### src/rtl/riscv_mem_pkg.sv
// Shared encodings for the memory-stage load/store unit: load types, store widths
// and the LSU handshake FSM states.
package riscv_mem_pkg;

    typedef enum logic [2:0] {
        LtByte  = 3'b000,
        LtHalf  = 3'b001,
        LtWord  = 3'b010,
        LtByteU = 3'b100,
        LtHalfU = 3'b101,
        LtNone  = 3'b111
    } load_type_e;

    typedef enum logic [2:0] {
        SwByte = 3'b000,
        SwHalf = 3'b001,
        SwWord = 3'b010
    } store_width_e;

    localparam logic [2:0] LOAD_NONE = 3'b111;

    typedef enum logic {
        StIdle,
        StWait
    } lsu_state_t;

endpackage

### src/rtl/load_aligner.sv
// Picks the addressed byte/half out of a read word and sign- or zero-extends it.
module load_aligner
    import riscv_mem_pkg::*;
(
    input  logic [31:0] rdata,
    input  logic [1:0]  addr_lo,
    input  logic [2:0]  load_type,
    output logic [31:0] data
);

    logic [7:0]  byte_sel;
    logic [15:0] half_sel;

    always_comb begin
        byte_sel = rdata[{addr_lo, 3'b000} +: 8];
        half_sel = addr_lo[1] ? rdata[31:16] : rdata[15:0];
        case (load_type)
            LtByte:  data = {{24{byte_sel[7]}}, byte_sel};
            LtByteU: data = {24'h0, byte_sel};
            LtHalf:  data = {{16{half_sel[15]}}, half_sel};
            LtHalfU: data = {16'h0, half_sel};
            LtWord:  data = rdata;
            default: data = 32'h0;
        endcase
    end

endmodule

### src/rtl/mem_access_unit.sv
// Memory-stage LSU: builds the data-memory request, stalls the pipeline until the
// memory answers or times out, and returns extended load data.
module mem_access_unit
    import riscv_mem_pkg::*;
#(
    parameter int unsigned TIMEOUT = 255
) (
    input  logic        clk,
    input  logic        rst,
    input  logic [31:0] mem_result,
    input  logic [31:0] mem_op2_selected,
    input  logic        mem_memory_write,
    input  logic [2:0]  mem_memory_load_type,
    input  logic [2:0]  mem_func3,
    output logic        dmem_req,
    output logic        dmem_we,
    output logic [31:0] dmem_addr,
    output logic [3:0]  dmem_be,
    output logic [31:0] dmem_wdata,
    input  logic        dmem_ready,
    input  logic [31:0] dmem_rdata,
    output logic        lsu_stall,
    output logic [31:0] lsu_load_data,
    output logic        lsu_misaligned,
    output logic        lsu_bus_error
);

    localparam logic [15:0] TimeoutLast = 16'(TIMEOUT - 1);

    lsu_state_t  state_q, state_d;
    logic [15:0] cnt_q, cnt_d;
    logic        access, misaligned, req, complete, timeout_hit;
    logic [3:0]  be;
    logic [31:0] wdata, aligned_data;

    always_comb begin
        access     = mem_memory_write | (mem_memory_load_type != LOAD_NONE);
        misaligned = 1'b0;
        be         = 4'b1111;
        wdata      = 32'h0;
        if (mem_memory_write) begin
            case (mem_func3)
                SwByte: begin
                    be    = 4'b0001 << mem_result[1:0];
                    wdata = {4{mem_op2_selected[7:0]}};
                end
                SwHalf: begin
                    misaligned = mem_result[0];
                    be         = mem_result[1] ? 4'b1100 : 4'b0011;
                    wdata      = {2{mem_op2_selected[15:0]}};
                end
                SwWord: begin
                    misaligned = |mem_result[1:0];
                    wdata      = mem_op2_selected;
                end
                default: misaligned = 1'b1;
            endcase
        end else begin
            case (mem_memory_load_type)
                LtByte, LtByteU: misaligned = 1'b0;
                LtHalf, LtHalfU: misaligned = mem_result[0];
                LtWord:          misaligned = |mem_result[1:0];
                // Reserved load encodings never reach the bus; LOAD_NONE is masked by access.
                default:         misaligned = 1'b1;
            endcase
        end
        misaligned = misaligned & access;
    end

    always_comb begin
        state_d     = state_q;
        cnt_d       = cnt_q;
        req         = 1'b0;
        lsu_stall   = 1'b0;
        timeout_hit = 1'b0;
        unique case (state_q)
            StIdle: begin
                if (access && !misaligned) begin
                    req = 1'b1;
                    if (!dmem_ready) begin
                        lsu_stall = 1'b1;
                        state_d   = StWait;
                        cnt_d     = '0;
                    end
                end
            end
            StWait: begin
                cnt_d = (cnt_q == 16'hFFFF) ? cnt_q : cnt_q + 16'd1;
                if (dmem_ready) begin
                    req     = 1'b1;
                    state_d = StIdle;
                    cnt_d   = '0;
                end else if (cnt_q == TimeoutLast) begin
                    // A ready in this last cycle still completes; only a silent bus errors out.
                    timeout_hit = 1'b1;
                    state_d     = StIdle;
                    cnt_d       = '0;
                end else begin
                    req       = 1'b1;
                    lsu_stall = 1'b1;
                end
            end
            default: begin
                state_d = StIdle;
                cnt_d   = '0;
            end
        endcase
    end

    always_ff @(posedge clk or posedge rst) begin
        if (rst) begin
            state_q <= StIdle;
            cnt_q   <= '0;
        end else begin
            state_q <= state_d;
            cnt_q   <= cnt_d;
        end
    end

    load_aligner u_load_aligner (
        .rdata     (dmem_rdata),
        .addr_lo   (mem_result[1:0]),
        .load_type (mem_memory_load_type),
        .data      (aligned_data)
    );

    assign complete       = req & dmem_ready;
    assign dmem_req       = req;
    assign dmem_we        = req & mem_memory_write;
    assign dmem_addr      = req ? {mem_result[31:2], 2'b00} : 32'h0;
    assign dmem_be        = req ? be : 4'h0;
    assign dmem_wdata     = req ? wdata : 32'h0;
    assign lsu_load_data  = (complete && !mem_memory_write) ? aligned_data : 32'h0;
    assign lsu_misaligned = misaligned;
    assign lsu_bus_error  = timeout_hit;

endmodule

### config.mk
export PLATFORM = sky130hd
export DESIGN_NAME = mem_access_unit
export DESIGN_NICKNAME = d
export VERILOG_FILES = /design/src/rtl/riscv_mem_pkg.sv /design/src/rtl/load_aligner.sv /design/src/rtl/mem_access_unit.sv
export SDC_FILE = /design/constraint.sdc
export NUM_CORES = 1
export LEC_CHECK = 0
export ABC_AREA = 0
export ABC_CLOCK_PERIOD_IN_PS = 5860
export CAP_MARGIN = 25
export CORE_UTILIZATION = 30
export CTS_CLUSTER_DIAMETER = 30
export DETAILED_ROUTE_END_ITERATION = 12
export PLACE_DENSITY = 0.74
export REMOVE_ABC_BUFFERS = 1
export SYNTH_ARGS = -nofsm -noshare
export SYNTH_HDL_FRONTEND = slang
export SYNTH_SLANG_ARGS = --single-unit
export TNS_END_PERCENT = 50
### constraint.sdc
create_clock -name clk -period 5.86 [get_ports clk]
set_input_delay 1.172 -clock clk [delete_from_list [all_inputs] [get_ports clk]]
set_output_delay 1.172 -clock clk [all_outputs]
set_load 0.1 [all_outputs]
Yosys cells after proc, flatten, opt, wreduce, memory -nomap -nowiden
Index checks and enable logic that the tools add are counted.
Word-level totals
  register bits after elaboration: 17
  bits of input ports: 106
  logic and storage cells: 63
Operators by class
  add/subtract/negate cells: 1
  eq/ne operators: 12
  shift operators: 2
  muxes and demuxes: 31
  bitwise gates (word level): 5
  reductions and logical operators: 10
Operators by type and width (number)
  $pmux W32 S5: 1
  $mux W32: 4
  $mux W16: 6
  $pmux W32 S3: 1
  $pmux W16 S2: 1
  $shiftx A32 B6 Y8: 1
  $add A16 B1 Y16 const B: 1
  $eq A16 B16 Y1 const B: 1
  $eq A16 B8 Y1 const B: 1
  $mux W4: 3
  $mux W1: 10
  $pmux W4 S2: 1
  $eq A3 B1 Y1 const B: 2
  $eq A3 B2 Y1 const B: 2
  $eq A3 B3 Y1 const B: 2
  $logic_not A3 Y1: 2
  $pmux W1 S3: 2
  $reduce_or A2 Y1: 3
  $ne A2 B2 Y1 const B: 2
  $ne A4 B3 Y1 const B: 1
  $pmux W1 S2: 2
  $shl A1 B2 Y4 const A: 1
  $and A1 B1 Y1: 3
  $ne A3 B3 Y1 const B: 1
  5 further kinds: 7

Logic depth before layout (Yosys ltp)
  depth after elaboration: 12
  mapped depth: 9

By module
A second synthesis with hierarchy kept.
Second synthesis, totals
  cell total of the unflattened synthesis: 433
  area, all modules: 3044.2 µm²
Modules (own cells, without submodules)
  mem_access_unit: times used 1, cells each 324, area each 2232.1 µm², sequential area each 425.4 µm²
  load_aligner: times used 1, cells each 109, area each 812.0 µm², sequential area each 0.0 µm²

Least setup slack after synthesis
No wires, ideal clock.
  kind: input -> output
  start point: input mem_result[0]
  end point: output dmem_wdata[19]
  arrival: 4.241 ns
  slack: 0.447 ns
  stages: 7
  path buffers: 2
  path through: buf_2 -> nor3_1 -> nor2_1 -> o21ai_0 -> o21ai_2 -> buf_2 -> nor3_1
On the way
  cells in the longest elaborated chain, start to end: 9
Ends and longest elaborated chain
  start: declaration: line mem_access_unit.sv:10  | input logic [31:0] mem_result,
  $reduce_or A2 Y1: line mem_access_unit.sv:53, mem_access_unit.sv:62
  $pmux W1 S3, on equally long branches: line mem_access_unit.sv:59, mem_access_unit.sv:42
  $mux W1 (*): line mem_access_unit.sv:41  | if (mem_memory_write) begin
  $and A1 B1 Y1 (*): line mem_access_unit.sv:67  | misaligned = misaligned & access;
  $logic_not A1 Y1 (*): line mem_access_unit.sv:78  | if (access && !misaligned) begin
  $logic_and A1 B1 Y1 (*): line mem_access_unit.sv:78
  $mux W1 (*): line mem_access_unit.sv:78
  $pmux W1 S2 (*): line mem_access_unit.sv:76  | unique case (state_q)
  $mux W32 (*): line mem_access_unit.sv:132  | assign dmem_wdata = req ? wdata : 32'h0;
  end: declaration: line mem_access_unit.sv:19  | output logic [31:0] dmem_wdata,
Mark *: on every way between the ends. The rest lies on a longest branch, timed or not.

Final worst setup path
  start point: input mem_memory_load_type[0]
  end point: output dmem_wdata[5]
On the way
  cells in the longest elaborated chain, start to end: 10
Ends and longest elaborated chain
  start: declaration: line mem_access_unit.sv:13  | input logic [2:0] mem_memory_load_type,
  $eq A3 B1 Y1 (tied with other cells): line mem_access_unit.sv:59  | case (mem_memory_load_type)
  $reduce_or A2 Y1: line mem_access_unit.sv:59
  $pmux W1 S3: line mem_access_unit.sv:59
  $mux W1: line mem_access_unit.sv:41
  $and A1 B1 Y1: line mem_access_unit.sv:67
  $logic_not A1 Y1: line mem_access_unit.sv:78
  $logic_and A1 B1 Y1 (*): line mem_access_unit.sv:78
  $mux W1 (*): line mem_access_unit.sv:78
  $pmux W1 S2 (*): line mem_access_unit.sv:76
  $mux W32 (*): line mem_access_unit.sv:132
Marks and branches as above.

==> results.py <==
metrics = {
    "final_layout": {
        "antenna_cells": 0,
        "drive_above_1_share": 0.209,
        "syn_to_final_growth_pct": 108,
        "utilization": 0.641,
        "finalNetCount": 707,
        "multiInputGateArea_sq_um": 2030,
        "seqCellArea_sq_um": 425,
        "fill_cells": 745,
    },
    "placed_design": {
        "hpwl_microns": 11200,
        "port_buffers": 208,
        "gp_congestion": 0.876,
    },
    "cts": {
        "clockBufferDepth": 2,
        "cts_setup_buffers": 0,
        "numCtsBuffers": 3,
        "ctsResizeCount": 0,
        "cts.sinks": 17,
        "tritoncts": "done",
        "clkTransAtPathRegs_ps": 70,
        "clkLatencyLatePin_ps": 250,
        "cts-root-buf": "clkbuf_8",
        "htree_num_levels": 1,
        "cts_hold_buf": 0,
    },
    "synth": {
        "synthFlopType": "dfrtp_1",
        "ys_types": 49,
        "ys_ff_latch": 17,
        "async_reset_ff_frac": 1.00,
        "synthTopCellsByCount": "67 x a21oi_1, 41 x nand2_1, 31 x o21ai_0",
        "yosysSeqAreaShare": 0.158,
        "synth_area_leaders": "dfrtp_1 16%, a21oi_1 12%, and2_1 7.0%",
        "synthDominantCellAreaShare": 0.158,
        "post-synth-top-count-cell": "a21oi_1",
        "synth_edf_count": 0,
        "netlist_area_sq_um": 2690,
        "yosys_warnings": 0,
        "syn_inst": 412,
        "yosys.area.top_type": "dfrtp_1",
        "syn_area_per_cell_sq_um": 6.53,
    },
    "route": {
        "route.detailed.drc": 0,
        "ant_nets": 0,
        "wl_microns": 14000,
        "dr_total_vias": 3990,
        "wl_per_cell_microns": 19.9,
        "vias_per_cell": 5.65,
        "firstDrtPassIters": 7,
        "drt-initial-drc-count": 235,
    },
    "sta": {
        "setup_tns_ps": 0,
        "post-route-period-util": 0.856,
        "rsz0062_at_grt": "no",
        "clock_skew_ps": 3.17,
        "slew_viol_final": 0,
        "timing.fmax_mhz": 199,
        "maxSlewHeadroom": 0.359,
        "worst_pin_slew_ps": 946,
        "final_hold_viol_count": 0,
        "finalSetupViolations": 0,
        "finalCriticalPeriod_ps": 5020,
    },
    "global_routing": {
        "met2_usage": 0.513,
        "grt_antenna_before_repair": 0,
        "track_usage": 0.291,
        "grt_first_pass_wirelength_microns": 21700,
        "grt_pass1_vias": 3892,
        "grt.overflow.total": 0,
        "met1_usage": 0.355,
        "met3_usage": 0.0665,
        "busiest_layer": "met2",
        "grt_max_degree": 56,
    },
    "power_and_ir_drop": {
        "p_per_area_nw_per_um2": 161,
        "ir_drop_v": 0.000180,
        "leakagePower_nw": 2.27,
    },
    "floorplan": {
        "fp.dieH_microns": 96.7,
        "start_util": 0.308,
        "die-area_sq_um": 9350,
        "coreArea_sq_um": 8720,
        "top_level_ports": 211,
        "row_count": 34,
        "die_x_microns": 96.7,
    },
    "status": {
        "status": "complete, no violations",
    },
    "worst_setup_path": {
        "arrival_ps": 3840,
        "crit_path_max_fanout": 55,
        "reg2regPathDepth": 8,
        "r2r_setup_slack_ps": 3620,
        "crit_path_cell_trace": "clkdlybuf4s50_1 -> a21oi_1 -> o21ai_0 -> o21ai_0 -> o21ai_2 -> inv_4 -> and3_1 -> buf_12",
        "slowest_stage": "clkdlybuf4s50_1",
        "cp-end-kind": "primary output",
        "endpoint": "dmem_wdata[5]",
        "cpPeakStageDelay_ps": 720,
        "crit_path_start": "mem_memory_load_type[0]",
        "cp-start-kind": "primary input",
        "critPathKind": "primary input to primary output",
        "critPathRequiredTime_ps": 4690,
        "r2r-start": "cnt_q[0]$_DFFE_PP0P_",
        "path_common_cell": "o21ai_0",
        "r2r_end": "cnt_q[1]$_DFFE_PP0P_",
    },
    "run": {
        "maxCapViolCount": 0,
    },
    "min_path": {
        "holdCritPathClass": "flop to flop",
    },
}
[cells by family (layout without fill, tap and decap cells)]
group / Yosys count / in the layout / synth area share
flip-flops: 17 / 17 / 0.158
buffers and inverters: 51 / 236 / 0.0916
multiplexers: 11 / 11 / 0.0553
AND/OR/NAND/NOR: 190 / 190 / 0.381
other: 1 / 2 / 0.00139
adder cells (fa/ha/maj): 2 / 2 / 0.00930
AO/OA/AOI/OAI: 140 / 140 / 0.303
[how the worst min path moves through the flow]
| stage | from | end | slack [ps] | cells past startpoint |
|---|---|---|---|---|
| 2_1_floorplan | cnt_q[7]$_DFFE_PP0P_ | cnt_q[7]$_DFFE_PP0P_ | 490 | 1 |
| 3_3_place_gp | cnt_q[7]$_DFFE_PP0P_ | cnt_q[7]$_DFFE_PP0P_ | 530 | 1 |
| 3_5_place_dp | cnt_q[7]$_DFFE_PP0P_ | cnt_q[7]$_DFFE_PP0P_ | 530 | 1 |
| 4_1_cts | cnt_q[7]$_DFFE_PP0P_ | cnt_q[7]$_DFFE_PP0P_ | 540 | 1 |
| 5_1_grt | cnt_q[7]$_DFFE_PP0P_ | cnt_q[7]$_DFFE_PP0P_ | 570 | 1 |
| 6_report | cnt_q[7]$_DFFE_PP0P_ | cnt_q[7]$_DFFE_PP0P_ | 540 | 1 |
[per-layer routing]
| metal | share of wire | up-vias |
|---|---|---|
| met3 | 0.087 | 31 |
| met5 | 0 | - |
| li1 | - | 1883 |
| met1 | 0.38 | 1865 |
| met2 | 0.51 | 211 |
| met4 | 0.027 | 0 |
[power by group]
group	total, mW	internal, mW	switching (mW)
clock	0.0897	0.0472	0.0424
sequential	0.127	0.121	0.00587
combinational	0.681	0.235	0.447
[area by class of cell]
class	count	area share
clock inverters	1	0.000895
clock buffers	3	0.00738
well taps	108	0.0242
inverters	16	0.0112
multi-input cells	345	0.362
repair buffers	216	0.518
flip-flops and latches	17	0.0760
[stage by stage]
stage	instances	hold slack [ps]	area [sq um]	worst slack (ps)	power (mW)
global placement	701	531	5540	997	0.800
global route	706	572	5590	616	0.928
detailed placement	701	531	5540	924	0.805
floorplan	378	486	2510	320	0.526
finish	706	542	5590	845	0.898
CTS	705	535	5590	901	0.897
[placed cells by master (no fill, tap or decap), types with 3 or more instances in the layout]
cell and count:
nand4_1 6, a21o_1 4, a21oi_1 67, a22oi_1 13
and2_1 30, o22ai_1 3, nor3_1 14, dfrtp_1 17
o21ai_0 31, mux2i_1 7, buf_12 81, clkbuf_8 3
a211oi_1 3, nand2b_1 4, buf_4 30, or4_1 7
nand2_1 41, mux4_2 3, inv_1 15, nor2b_1 10
nor2_1 25, o211ai_1 5, nand3_1 16, and3_1 26
clkdlybuf4s50_1 105, o311ai_0 3
[worst max-delay path: cells and delay by family]
family	cells	cell delay, ps
buf+inv	3	1220
compound gates	4	1100
simple gates	1	320
[state kept, by name (all words and copies together), names as in the netlist]
signal,flops
cnt_q,16
state_q,1
Power figures use the tool's default switching activity.
==> variant 1, RTL diff (same flow settings) <==
Reset style: synchronous (`rst`), changed in one clocked block.
--- a/src/rtl/mem_access_unit.sv
+++ b/src/rtl/mem_access_unit.sv
@@ -108,5 +108,5 @@
     end
 
-    always_ff @(posedge clk or posedge rst) begin
+    always_ff @(posedge clk) begin
         if (rst) begin
             state_q <= StIdle;
Check against the original RTL: differs if rst is asserted again (counterexample within 4 cycles, from zero or initial values and one cycle with rst high); with rst held inactive, the same outputs for 10 cycles.
==> variant 1 against the original RTL <==
Global-route usage shrank 5.7 points. Setup slack worse by 0.043 ns. Power decreased by 24%. Synthesized area is 1.6% higher. Design area fell by 14%. Sequential power shrank 8%. Wire length is 18% lower. Highest routed layer unchanged. Sequential cell count did not move.
==> variant 1: results (changes against the original RTL) <==
INFO  metric r2r_slack = 3.88 ns (+0.26 ns)
INFO  metric gr-usage-all-layers = 0.2340 (-0.05721)
INFO  metric power.ir.vdd_worst = 174.2 uV (-3.0%)
INFO  metric gr-usage-met3 = 0.03165 (-0.03482)
INFO  metric gp_congestion = 0.9132 (+4.2%)
INFO  metric ctsResizeCount = 0 (unchanged)
INFO  metric power.leakage = 0.001891 uW (-17%)
INFO  metric met2_usage = 0.4207 (-0.09234)
INFO  metric seq_area_frac_synth = 0.1245 (-0.03365)
INFO  metric grt_first_pass_wirelength = 18,650 um (-14%)
INFO  metric capture_point_of_the_worst_reg_to_reg_path = cnt_q[5]
INFO  metric grtUsageMet1 = 0.2852 (-0.06957)
INFO  metric detail_route.wirelength.met1 = 4668 um (-12%)
INFO  metric count_of_distinct_cell_types_in_the_synthesized_netlist = 60 (+22%)
INFO  metric post_route_cells_drive_above_1_share = 0.2089 (about the same)
INFO  metric grt_start_max_net_pins = 37 (-34%)
INFO  metric rr_startpoint = cnt_q[0]
INFO  metric number_of_drc_markers_in_iteration_0 = 210 (-11%)
INFO  metric timing.hold.worst_path_depth = 2 (+1)
INFO  metric worst_slew_margin_rel = 0.3044 (-0.05486)
INFO  metric yosys_most_used_dff = sky130_fd_sc_hd__dfxtp_1
INFO  metric outcome = finished, final reports clean
INFO  metric n_fill_cell = 852 (+14%)
INFO  metric critPathArrivalTime = 3.89 ns (+0.05 ns)
INFO  metric ys_top_cells_by_count = 81 x sky130_fd_sc_hd__a21oi_1, 67 x sky130_fd_sc_hd__nor2_1, 41 x sky130_fd_sc_hd__nand2_1
INFO  metric hold_path_startpoint = cnt_q[4]
INFO  metric place.detailed.hpwl = 9186 um (-18%)
INFO  metric first_global_vias = 3,762 (-3.3%)
INFO  metric critPathLaunch = mem_result[1]
INFO  metric hold-path-endpoint = cnt_q[4]
INFO  metric drt_wl_total = 11,560 um (-18%)
INFO  metric worstRegToRegCells = 6 (-2)
INFO  metric worst_path_largest_cell_delay = 0.88 ns (+0.16 ns)
INFO  metric vias = 3,965 (-0.63%)
INFO  metric yosys-top-cells-area = sky130_fd_sc_hd__a21oi_1 15%, sky130_fd_sc_hd__dfxtp_1 12%, sky130_fd_sc_hd__nor2_1 9.2%
INFO  metric detailroute.wirelength.met2 = 5791 um (-18%)
INFO  metric cts_inserted_buffers = 3 (unchanged)
INFO  metric async_flop_share = 0 (-1.000)
INFO  metric worst_skew = 0.001020 ns (-0.002147 ns)
INFO  metric internal_power = 312.0 uW (-23%)
INFO  metric final_nets = 736 (+4.1%)
INFO  metric detailedRoute.firstPassIterationCount = 5 (-2)
INFO  metric critical_path.max_fanout = 36 (-35%)
[variant 1: cell families after synthesis]
group                    synth area share
AND/OR/NAND/NOR                    0.3863
AO/OA/AOI/OAI                      0.3469
buffers and inverters             0.09015
flip-flops                         0.1245
multiplexers                      0.04165
adder cells (fa/ha/maj)          0.009152
other                            0.001372
[variant 1: power groups by stage]
stage | Combinational [uW] | Sequential, uW | Clock [uW]
floorplan | 311 | 120 | 0
global placement | 470 | 120 | 0
detailed placement | 474 | 120 | 0
CTS | 476 | 117 | 91.0
global route | 497 | 117 | 97.0
finish | 475 | 117 | 89.5
[variant 1: final cells by class]
cell class / count / share of cell area
well taps: 108 / 0.02818
multi-input cells: 375 / 0.4495
clock buffers: 4 / 0.009392
repair buffers: 213 / 0.4279
inverters: 18 / 0.01409
flip-flops and latches: 17 / 0.07096
[variant 1: how the worst max path moves through the flow]
stage | endpoint | slack (ns)
5_1_grt | dmem_be[3] | 0.54
3_3_place_gp | dmem_be[3] | 0.96
3_5_place_dp | dmem_be[3] | 0.80
2_1_floorplan | dmem_be[3] | 0.08
6_report | dmem_be[3] | 0.80
4_1_cts | dmem_be[3] | 0.78
[variant 1: worst max-delay path, delay by kind of cell]
| kind | cells | cell delay [ns] |
|---|---|---|
| buf+inv | 2 | 1.19 |
| compound gates | 3 | 0.84 |
| simple gates | 2 | 0.66 |
[variant 1: through the flow]
stage	worst slack (ns)	instance area (um^2)	cells	utilization	hold slack (ns)
after floorplan	0.07848	2559	410	-	0.4700
after global placement	0.9572	4751	731	0.5421	0.4845
after detailed placement	0.7978	4751	731	0.5421	0.4928
after CTS	0.7784	4796	735	0.5473	0.5076
after global routing	0.5375	4796	735	0.5473	0.5257
final	0.8018	4796	735	0.5473	0.5014
==> variant 2, RTL diff (same settings) <==
Without the edit above. The parameter `TIMEOUT` goes from 255 to 127.
--- a/src/rtl/mem_access_unit.sv
+++ b/src/rtl/mem_access_unit.sv
@@ -4,5 +4,5 @@
     import riscv_mem_pkg::*;
 #(
-    parameter int unsigned TIMEOUT = 255
+    parameter int unsigned TIMEOUT = 127
 ) (
     input  logic        clk,
Behaviour: no difference found for any inputs over 10 cycles, from zero or initial values and one cycle with rst high; that may be too few to reach the edited logic, so the function may still have changed.
==> variant 2 against the original RTL <==
Register-to-register slack worse by 0.13 ns. Core utilization is 0.31 points lower. Non-clock buffer count decreased by 1. Clock power shrank 0.6%. Design area decreased by 0.96%. Wire length down 13%. Sequential cell count stayed put. Setup slack worse by 0.025 ns. Synthesized area is 0.65% lower. Power grew 2.2%.
==> variant 2: results (changes against the original RTL) <==
INFO  metric outcome = finished, final reports clean
INFO  metric share_of_the_synthesized_area_in_compound_gates_ao_oa_aoi_oai = 0.3263 (+0.02306)
INFO  metric critical_path.max_fanout = 15 (-73%)
INFO  metric worstRegToRegCells = 7 (-1)
INFO  metric multi_input_gates = 343 (-0.58%)
INFO  metric number_of_drc_markers_in_iteration_0 = 116 (-51%)
INFO  metric grt_first_pass_wirelength = 17,260 um (-21%)
INFO  metric gr-usage-all-layers = 0.2379 (-0.05328)
INFO  metric inv_count = 11 (-5)
INFO  metric critPathLaunch = mem_result[1]
INFO  metric timing.hold.worst_path_depth = 2 (+1)
INFO  metric worst_skew = 0.004414 ns (+0.001247 ns)
INFO  metric vias = 3,764 (-5.7%)
INFO  metric synth_cells = 400 (-2.9%)
INFO  metric critical_path.endpoint = dmem_wdata[22]
INFO  metric n_fill_cell = 720 (-3.4%)
INFO  metric finish.utilization = 0.6384 (-0.003055)
INFO  metric post_route_cells_drive_above_1_share = 0.2407 (+0.03165)
INFO  metric critPathArrivalTime = 3.87 ns (+0.03 ns)
INFO  metric worst_path_largest_cell_delay = 0.65 ns (-0.07 ns)
INFO  metric dp_cells = 693 (-1.1%)
INFO  metric grt_start_max_net_pins = 33 (-41%)
INFO  metric synth_area_per_cell = 6.681 um^2 (+2.3%)
INFO  metric count_of_distinct_cell_types_in_the_synthesized_netlist = 58 (+18%)
INFO  metric placement.cell_area = 5488 um^2 (-0.95%)
INFO  metric sequential_cell_area_share = 0.07678 (+0.0007386)
INFO  metric drt_wl_total = 12,200 um (-13%)
INFO  metric multi_input_area = 2078 um^2 (+2.5%)
INFO  metric slew_at_the_pin_with_the_worst_max_slew_slack = 1.064 ns (+0.1182 ns)
INFO  metric capture_point_of_the_worst_reg_to_reg_path = cnt_q[5]
INFO  metric n_clock_buffer = 4 (+1)
INFO  metric timing.critical_path.max_delay_family = simple AND/OR/NAND/NOR gates
INFO  metric final_min_period_over_clock_period = 0.8601 (+0.004246)
INFO  metric final_nets = 699 (-1.1%)
INFO  metric ys_top_cells_by_count = 78 x sky130_fd_sc_hd__a21oi_1, 63 x sky130_fd_sc_hd__nor2_1, 36 x sky130_fd_sc_hd__and2_1
INFO  metric seq_area_frac_synth = 0.1592 (+0.001036)
INFO  metric detailedRoute.firstPassIterationCount = 5 (-2)
INFO  metric gp_congestion = 0.9195 (+4.9%)
INFO  metric final.hold.worst_slack = 0.5291 ns (-0.01256 ns)
INFO  metric internal_power = 425.1 uW (+5.4%)
INFO  metric power.ir.vdd_worst = 124.1 uV (-31%)
==> variant 2: changes by cell type in the layout (fill, tap and decap cells not counted), sizes merged, moves of 5 or more <==
cell | unedited run | this run
mux2i | 7 | 1
o21ai | 32 | 20
and2 | 30 | 36
nor2 | 25 | 63
nor3 | 15 | 4
and3 | 26 | 11
or4 | 8 | 3
nand2 | 41 | 27
nand3 | 16 | 9
a21oi | 67 | 78
inv | 16 | 9
==> variant 2: power by group through the flow <==
stage                     registers (uW)  logic, uW  clock network, uW
final                                128        701               89.2
after detailed placement             130        700                  0
after global routing                 128        727               96.7
after floorplan                      128        411                  0
after global placement               129        694                  0
after CTS                            127        701               91.3
==> variant 2: per-layer routing <==
layer  track usage  vias up  routed length (um)
met1        0.2955     1763                4801
met5             0        -                   0
met2        0.4161      150                6151
li1              -     1824                   -
met4       0.06863        0                 344
met3       0.04695       27                 900
==> variant 2: logic make-up after synthesis <==
group | after synthesis
compound gates | 142
buf+inv | 41
fa+ha+maj | 2
flops | 17
mux | 9
other cells | 1
simple gates | 188
